File: src/rtl/dcache_types_pkg.sv
// dcache_types: shared constants and types for the data-cache responder.
//   S_OFFSET / S_INDEX / S_TAG : address split (byte offset, set index, tag).
//   NUM_SETS, LINE_W           : derived array geometry.
//   dcache_state_t             : controller states.
//   dcache_line_t              : one 256-bit cache line.
`timescale 1ns/1ps
package dcache_types;
  localparam int S_OFFSET = 5;
  localparam int S_INDEX  = 3;
  localparam int S_TAG    = 32 - S_OFFSET - S_INDEX;
  localparam int NUM_SETS = 1 << S_INDEX;
  localparam int LINE_W   = 8 << S_OFFSET;

  typedef enum logic [1:0] {
    IDLE  = 2'd0,
    CHECK = 2'd1,
    WB    = 2'd2,
    FILL  = 2'd3
  } dcache_state_t;

  typedef logic [255:0] dcache_line_t;
endpackage

File: src/rtl/dcache_array.sv
// dcache_array: storage for the direct-mapped data cache.
//   clk, rst       : clock; async active-low reset (valid/dirty only).
//   index          : set selected for both reads and writes.
//   word_sel, word_wdata, word_be, word_we : byte-enabled word store port.
//   line_wdata, line_tag, line_we          : full-line fill port (sets valid, clears dirty).
//   clr_dirty      : clears dirty after a victim writeback.
//   rd_line, rd_tag, rd_valid, rd_dirty    : combinational view of the indexed set.
`timescale 1ns/1ps
module dcache_array
  import dcache_types::*;
(
  input  logic               clk,
  input  logic               rst,
  input  logic [S_INDEX-1:0] index,
  input  logic [2:0]         word_sel,
  input  logic [31:0]        word_wdata,
  input  logic [3:0]         word_be,
  input  logic               word_we,
  input  dcache_line_t       line_wdata,
  input  logic [S_TAG-1:0]   line_tag,
  input  logic               line_we,
  input  logic               clr_dirty,
  output dcache_line_t       rd_line,
  output logic [S_TAG-1:0]   rd_tag,
  output logic               rd_valid,
  output logic               rd_dirty
);

  dcache_line_t       data_array [NUM_SETS];
  logic [S_TAG-1:0]   tag_array  [NUM_SETS];
  logic [NUM_SETS-1:0] valid_bits;
  logic [NUM_SETS-1:0] dirty_bits;

  // Data and tags carry no reset; valid bits gate their use.
  always_ff @(posedge clk) begin
    if (line_we) begin
      data_array[index] <= line_wdata;
      tag_array[index]  <= line_tag;
    end else if (word_we) begin
      for (int i = 0; i < 4; i++) begin
        if (word_be[i])
          data_array[index][{word_sel, i[1:0], 3'b000} +: 8] <= word_wdata[i*8 +: 8];
      end
    end
  end

  always_ff @(posedge clk or negedge rst) begin
    if (!rst) begin
      valid_bits <= '0;
      dirty_bits <= '0;
    end else begin
      if (line_we) begin
        valid_bits[index] <= 1'b1;
        dirty_bits[index] <= 1'b0;
      end else if (word_we && (|word_be)) begin
        // An all-zero byte enable changes nothing, so it must not dirty the line.
        dirty_bits[index] <= 1'b1;
      end else if (clr_dirty) begin
        dirty_bits[index] <= 1'b0;
      end
    end
  end

  assign rd_line  = data_array[index];
  assign rd_tag   = tag_array[index];
  assign rd_valid = valid_bits[index];
  assign rd_dirty = dirty_bits[index];

endmodule

File: src/rtl/dcache_responder.sv
// dcache_responder: direct-mapped, write-back, write-allocate data cache.
//   clk, rst                    : clock; async active-low reset.
//   mem_address, mem_wdata, mem_byte_enable, data_read, data_write : CPU request.
//   mem_rdata, mem_resp         : CPU response (mem_resp is a one-cycle pulse).
//   pmem_address, pmem_wdata, pmem_read, pmem_write : 256-bit line port to memory.
//   pmem_rdata, pmem_resp       : line fill data and transfer-complete strobe.
`timescale 1ns/1ps
module dcache_responder
  import dcache_types::*;
(
  input  logic         clk,
  input  logic         rst,
  input  logic [31:0]  mem_address,
  input  logic [31:0]  mem_wdata,
  input  logic [3:0]   mem_byte_enable,
  input  logic         data_read,
  input  logic         data_write,
  output logic [31:0]  mem_rdata,
  output logic         mem_resp,
  output logic [31:0]  pmem_address,
  output logic [255:0] pmem_wdata,
  input  logic [255:0] pmem_rdata,
  output logic         pmem_read,
  output logic         pmem_write,
  input  logic         pmem_resp
);

  dcache_state_t      state, state_next;
  logic [S_TAG-1:0]   req_tag;
  logic [S_INDEX-1:0] req_index;
  logic [2:0]         req_word;
  logic               req;
  logic               hit;
  dcache_line_t       rd_line;
  logic [S_TAG-1:0]   rd_tag;
  logic               rd_valid, rd_dirty;
  logic               word_we, line_we, clr_dirty;
  logic               unused_addr_lsb;

  assign req_tag         = mem_address[31:8];
  assign req_index       = mem_address[7:5];
  assign req_word        = mem_address[4:2];
  assign unused_addr_lsb = ^mem_address[1:0];

  // A write dominates if both request lines are raised.
  assign req = data_read | data_write;
  assign hit = rd_valid && (rd_tag == req_tag);

  dcache_array u_array (
    .clk        (clk),
    .rst        (rst),
    .index      (req_index),
    .word_sel   (req_word),
    .word_wdata (mem_wdata),
    .word_be    (mem_byte_enable),
    .word_we    (word_we),
    .line_wdata (pmem_rdata),
    .line_tag   (req_tag),
    .line_we    (line_we),
    .clr_dirty  (clr_dirty),
    .rd_line    (rd_line),
    .rd_tag     (rd_tag),
    .rd_valid   (rd_valid),
    .rd_dirty   (rd_dirty)
  );

  assign mem_rdata  = rd_line[{req_word, 5'b00000} +: 32];
  assign pmem_wdata = rd_line;

  always_ff @(posedge clk or negedge rst) begin
    if (!rst) state <= IDLE;
    else      state <= state_next;
  end

  always_comb begin
    state_next = state;
    case (state)
      IDLE:  if (req) state_next = CHECK;
      CHECK: begin
        if (!req)                     state_next = IDLE;
        else if (hit)                 state_next = IDLE;
        else if (rd_valid && rd_dirty) state_next = WB;
        else                          state_next = FILL;
      end
      WB:    if (pmem_resp) state_next = FILL;
      FILL:  if (pmem_resp) state_next = CHECK;
      default: state_next = IDLE;
    endcase
  end

  // pmem_read/pmem_write depend on state alone, so an async reset drops them at once.
  always_comb begin
    mem_resp     = 1'b0;
    pmem_read    = 1'b0;
    pmem_write   = 1'b0;
    word_we      = 1'b0;
    line_we      = 1'b0;
    clr_dirty    = 1'b0;
    pmem_address = {req_tag, req_index, 5'b00000};
    case (state)
      CHECK: begin
        if (req && hit) begin
          mem_resp = 1'b1;
          word_we  = data_write;
        end
      end
      WB: begin
        pmem_write   = 1'b1;
        pmem_address = {rd_tag, req_index, 5'b00000};
        clr_dirty    = pmem_resp;
      end
      FILL: begin
        pmem_read = 1'b1;
        line_we   = pmem_resp;
      end
      default: ;
    endcase
  end

endmodule

File: config.mk
export PLATFORM = sky130hd
export DESIGN_NAME = dcache_responder
export DESIGN_NICKNAME = d
export VERILOG_FILES = /design/src/rtl/dcache_types_pkg.sv /design/src/rtl/dcache_array.sv /design/src/rtl/dcache_responder.sv
export SDC_FILE = /design/constraint.sdc
export NUM_CORES = 2
export LEC_CHECK = 0
export BUFFER_PORTS_ARGS = -buffer_cell sky130_fd_sc_hd__buf_2
export CELL_PAD_IN_SITES_DETAIL_PLACEMENT = 0
export CELL_PAD_IN_SITES_GLOBAL_PLACEMENT = 1
export CORE_ASPECT_RATIO = 1.25
export CORE_MARGIN = 2
export CORE_UTILIZATION = 25
export CTS_BUF_LIST = sky130_fd_sc_hd__clkbuf_4 sky130_fd_sc_hd__clkbuf_8
export DETAILED_ROUTE_END_ITERATION = 10
export HOLD_SLACK_MARGIN = 0.12
export PLACE_DENSITY = 0.48
export SETUP_SLACK_MARGIN = 0.1
export SLEW_MARGIN = 20
export SYNTH_ARGS = -nofsm -noshare
export SYNTH_HDL_FRONTEND = slang
export SYNTH_SLANG_ARGS = --single-unit
File: constraint.sdc
create_clock -name clk -period 10 [get_ports clk]
set_clock_uncertainty 0.2 [all_clocks]
set_input_delay 3 -clock clk [delete_from_list [all_inputs] [get_ports clk]]
set_output_delay 3 -clock clk [all_outputs]
set_load 0.02 [all_outputs]
======== Word level (Yosys, flattened, before mapping) ========
Memory sizes are Yosys's and may differ from the RTL's.
Cells that the tools add are included.
cells by class
  $add $sub $neg .......................... 4
  magnitude comparators ................... 2
  equality and inequality tests ........... 7
  shift operators ......................... 9
  muxes and demuxes ....................... 1067
  bitwise logic cells ..................... 1029
  reduce and logical (&&, ||, !) cells .... 9
operator list
  kind                                                                      number
  1-bit 2-to-1 mux                                                          1050
  1-bit bitwise OR                                                          1025
  256-bit 2-to-1 mux                                                        4
  8-bit by 10-bit variable shift with 256-bit output, first input constant  4
  8-bit by 10-bit indexed part select with 256-bit output                   4
  256-bit by 9-bit indexed part select with 32-bit output                   1
  8-bit negation with 10-bit output                                         4
  32-bit 2-to-1 mux                                                         1
  24-bit equality test                                                      1
  8-bit 2-to-1 mux                                                          3
  8-bit bitwise OR                                                          2
  2-bit 2-to-1 mux                                                          5
  8-bit AND                                                                 1
  8-bit inverter                                                            1
  2-bit case mux with 4 select lines                                        1
  1-bit binary-select mux with 3-bit select                                 2
  2-bit != test, second input constant                                      3
  1-bit logical AND                                                         5
  2-bit equality test, second input constant                                2
  3-bit by 4-bit < comparator with 1-bit output, second input constant      1
  4-bit OR reduction                                                        1
  1-bit demux with 3-bit select                                             1
  3-bit by 1-bit >= comparator with 1-bit output, second input constant     1
  3-bit AND reduction                                                       1
  3 further kinds                                                           3
storage, ports and cells
  register bits ........................... 18
  RAM bits ................................ 2240
  output and inout port bits .............. 323
  word-level logic and storage cells ...... 2132
  memories kept ........................... 2
memory list
  memory              depth  bits a word  rd ports  clocked after memory_dff  write ports  RTL line            text
  u_array.data_array  8      256          1         0                         1            dcache_array.sv:29  dcache_line_t data_array [NUM_SETS];
  u_array.tag_array   8      24           1         0                         1            dcache_array.sv:30  logic [S_TAG-1:0] tag_array [NUM_SETS];

======== Logic depth before layout (Yosys ltp) ========
  depth in word-level cells ............... 13
  mapped depth ............................ 14

======== Modules after synthesis ========
A second synthesis with hierarchy kept.
unflattened totals
  cells, all modules ...................... 5259
  area, all modules ....................... 92851.6 sq um
modules (own cells, without submodules)
  module            instances  cells each  area each (sq um)  sequential area each (sq um)
  dcache_array      1          5050        89947.5            67664.9
  dcache_responder  1          209         2904.0             50.0

======== Worst setup path after synthesis ========
OpenSTA, ideal clock, no wires.
  path kind ............................... in2out
  start ................................... in mem_address[7]
  end ..................................... out mem_rdata[9]
  data arrival time ....................... 6227 ps
  path slack .............................. 573 ps
  cell stages on the path ................. 12
  cell sequence ........................... buf_2 > buf_2 > buf_2 > buf_1 > buf_1 > and2_0 > clkbuf_1 > a22oi_1 > o21ai_0 > mux4_2 > nor2_1 > nor2_1
on the way
  longest elaborated chain between the ends .. 2
ends and longest elaborated chain
  element                                                  RTL line                text
  start: declaration                                       dcache_responder.sv:13  input logic [31:0] mem_address,
  memory 8 x 256 bit                                       n/a
  via pmem_wdata[41]                                       dcache_responder.sv:21  output logic [255:0] pmem_wdata,
  256-bit by 9-bit indexed part select with 32-bit output  dcache_responder.sv:67  assign mem_rdata = rd_line[{req_word, 5'b00000} +: 32];
  end: declaration                                         dcache_responder.sv:18  output logic [31:0] mem_rdata,
The timed path passes the listed nets, and every way through them passes these cells.

======== Final worst setup path ========
  start ................................... in mem_address[7]
  end ..................................... out mem_rdata[0]
on the way
  longest elaborated chain between the ends .. 2
ends and longest elaborated chain
  element                                                  RTL line
  memory 8 x 256 bit                                       n/a
  256-bit by 9-bit indexed part select with 32-bit output  dcache_responder.sv:67
No other way between the ends.

==> impl_metrics.py <==
metrics = {
    "synth": {
        "netlist_instances": 5295,
        "ys_seq_elements": 2258,
        "async_flop_share": 0.007972,
        "synth-edff-count": 2240,
        "netlist_area_um2": 89320,
        "synth_top_flop_cell": "edfxtp_1",
        "yosysWarnings": 0,
        "synth_area_per_cell_um2": 16.87,
        "ys_types": 68,
        "yosysSeqAreaShare": 0.7581,
    },
    "floorplan": {
        "rows": 245,
        "dieArea_um2": 362100,
        "io_pins": 652,
        "dieHeight_um": 672.3,
        "core_um2": 355900,
        "chipWidth_um": 538.6,
        "start_util": 0.2510,
    },
    "routing": {
        "wl_per_cell_um": 35.11,
        "drt_wl_total_um": 398100,
        "drc": 0,
        "drtIter0Drc": 6162,
        "viasPerCell": 5.082,
        "ant_nets": 0,
        "num_vias": 57630,
        "drt_pass1_iterations": 6,
    },
    "setup_path": {
        "crit_family": "simple AND/OR/NAND/NOR gates",
        "slowest_stage": "mux4_2",
        "critPathMaxFanout": 24,
        "cp-start-kind": "input pin",
        "cp-startpoint": "mem_address[7]",
        "crit_type": "input pin to output pin",
        "path_buf_inv": 5,
        "end_kind": "output pin",
        "cp_slowest_stage_delay_ps": 740,
        "worst_r2r_startpoint": "u_array.tag_array[0][22]",
        "cp.arrival_ps": 6400,
        "required_ps": 6800,
        "crit_chain": "buf_6 > nor2b_4 > and2_4 > buf_4 > buf_12 > a22oi_1 > nand4_1 > mux4_2 > nor2_1 > nor2_1 > buf_4 > buf_2",
    },
    "grt": {
        "grt_max_degree": 88,
        "overflow": 0,
        "grt_pass1_wl_um": 523000,
        "antenna_found_initial": 107,
        "grt_pass1_vias": 57240,
        "gr-usage-all-layers": 0.2121,
    },
    "power_and_ir_drop": {
        "p_total_mw": 21.02,
        "leakage_nw": 35.79,
        "power_density_nw_per_um2": 194.1,
        "ir_drop_mv": 0.09105,
    },
    "sta": {
        "hold_viol_final": 0,
        "post-route-period-util": 0.9604,
        "setup_violations": 0,
        "slew_violations": 0,
        "rsz0062_at_grt": "false",
        "fin_crit_ps": 9604,
        "max_slew_margin": 0.2015,
        "fmax_mhz": 104.1,
        "tns_ps": 0,
        "worst_pin_slew_ps": 1198,
    },
    "job": {
        "maxCapViolCount": 0,
    },
    "placement": {
        "io_buffers": 644,
        "dp_hpwl_um": 279100,
        "gp_congestion": 0.8403,
    },
    "cts": {
        "cts_buffer_depth": 4,
        "cts.repair.resized": 0,
        "cts_tree": "yes",
        "cts_made_buffers": 373,
        "clock-sinks": 2258,
        "post_cts_buffers": 0,
        "root_buffer": "clkbuf_8",
        "clk_latency_ps": 1110,
        "cts-hold-fix-buffers": 0,
        "htree_levels": 5,
        "clkSlewWorstSetupHoldPaths_ps": 60,
    },
    "hold_path": {
        "hold_class": "flop to flop",
        "min-delay-start": "u_array.valid_bits[0]",
    },
    "layout": {
        "final_common_cell": "edfxtp_1",
        "syn_to_final_growth_pct": 21.23,
        "layout_common_cells": "edfxtp_1 (2240), a22oi_1 (879), buf_2 (639)",
        "fin_nets": 6660,
        "drive_above_1_share": 0.3179,
    },
    "status": {
        "status": "completed",
    },
}
worst paths after layout:
check                      depth (start not counted)                          to  slack (ps)
min in group asynchronous                          1                    state[1]        1630
hold reg to reg                                    1       u_array.valid_bits[0]         270
max in group asynchronous                          1       u_array.valid_bits[0]        7630
hold / removal                                     1       u_array.valid_bits[0]         270
setup reg to reg                                   8  u_array.data_array[2][247]        4730
setup / recovery                                  12                mem_rdata[0]         400
area by class of cell:
class / count / area [µm²]
flip-flops and latches: 2258 / 67710
inverters: 56 / 221.5
clock inverters: 152 / 934.6
diodes: 44 / 110.1
fillers: 35520 / 247600
repair buffers: 1058 / 7008
multi-input cells: 2574 / 20280
clock buffers: 504 / 6136
well taps: 4693 / 5872
power by group:
| group | leakage [nW] | total [mW] | internal (mW) | switching, mW |
|---|---|---|---|---|
| logic | 11.7 | 2.38 | 0.631 | 1.75 |
| clock network | 3.73 | 7.98 | 4.12 | 3.86 |
| registers | 20.4 | 10.7 | 10.6 | 0.0450 |
| total | 35.8 | 21.0 | 15.4 | 5.65 |
routing by layer:
layer / share of wire / vias to the layer above / GRT usage
li1: - / 23970 / -
met1: 0.39 / 30400 / 0.2567
met2: 0.50 / 2650 / 0.3683
met3: 0.075 / 551 / 0.04779
met4: 0.037 / 58 / 0.07550
met5: 0.00089 / - / 0
kinds of logic (layout without fill, tap and decap cells):
| logic type | Yosys count | after routing | share of synthesized area |
|---|---|---|---|
| buffers and inverters | 467 | 1770 | 0.02055 |
| XOR/XNOR | 10 | 10 | 0.0009806 |
| AO/OA/AOI/OAI | 1367 | 1367 | 0.1068 |
| other | 1 | 49 | 0.00004199 |
| adder cells (fa/ha/maj) | 10 | 10 | 0.001401 |
| flip-flops | 2258 | 2258 | 0.7581 |
| AND/OR/NAND/NOR | 696 | 696 | 0.04217 |
| multiplexers | 486 | 486 | 0.06994 |
cell usage after synthesis, types with 6 or more instances:
| master | count | area, µm² |
|---|---|---|
| a21oi_1 | 306 | 1531 |
| a221o_1 | 16 | 160.2 |
| a221oi_1 | 45 | 394.1 |
| a22o_1 | 30 | 262.8 |
| a22oi_1 | 879 | 6599 |
| and2_1 | 6 | 37.54 |
| and3_1 | 78 | 488.0 |
| buf_1 | 42 | 157.7 |
| buf_2 | 18 | 90.09 |
| buf_4 | 14 | 105.1 |
| clkbuf_1 | 336 | 1261 |
| dfrtp_1 | 18 | 450.4 |
| edfxtp_1 | 2240 | 67260 |
| ha_1 | 10 | 125.1 |
| inv_1 | 52 | 195.2 |
| mux2_2 | 255 | 2872 |
| mux2i_1 | 146 | 1461 |
| mux4_2 | 85 | 1914 |
| nand2_1 | 97 | 364.1 |
| nand2b_1 | 8 | 50.05 |
| nand3_1 | 29 | 145.1 |
| nand4_1 | 239 | 1495 |
| nor2_1 | 164 | 615.6 |
| nor2b_1 | 12 | 75.07 |
| nor3_1 | 12 | 60.06 |
| nor4_1 | 6 | 37.54 |
| o211ai_1 | 14 | 105.1 |
| o21a_1 | 6 | 45.04 |
| o21ai_0 | 42 | 210.2 |
| o22ai_1 | 7 | 43.79 |
| or2_2 | 9 | 56.30 |
| or3_1 | 6 | 37.54 |
sequential cells by signal, indices dropped and copies added, names as in the netlist, named ones only:
| name | flops |
|---|---|
| u_array.data_array | 2048 |
| u_array.tag_array | 192 |
| u_array.valid_bits | 8 |
| state | 2 |
stage by stage:
step                cells  setup slack (ps)  instance area (µm²)  utilization  hold WS, ps
global route        11310             415.1               108200       0.3040        281.3
floorplan            5299             572.9                89330            -        233.7
detailed placement  10640             527.9               101000       0.2838        250.7
global placement    10640             540.7               100800       0.2831        245.9
finish              11340             395.9               108300       0.3042        265.9
CTS                 11300             526.2               108100       0.3037        265.7
No activity file was read; power rests on OpenSTA's default activity.
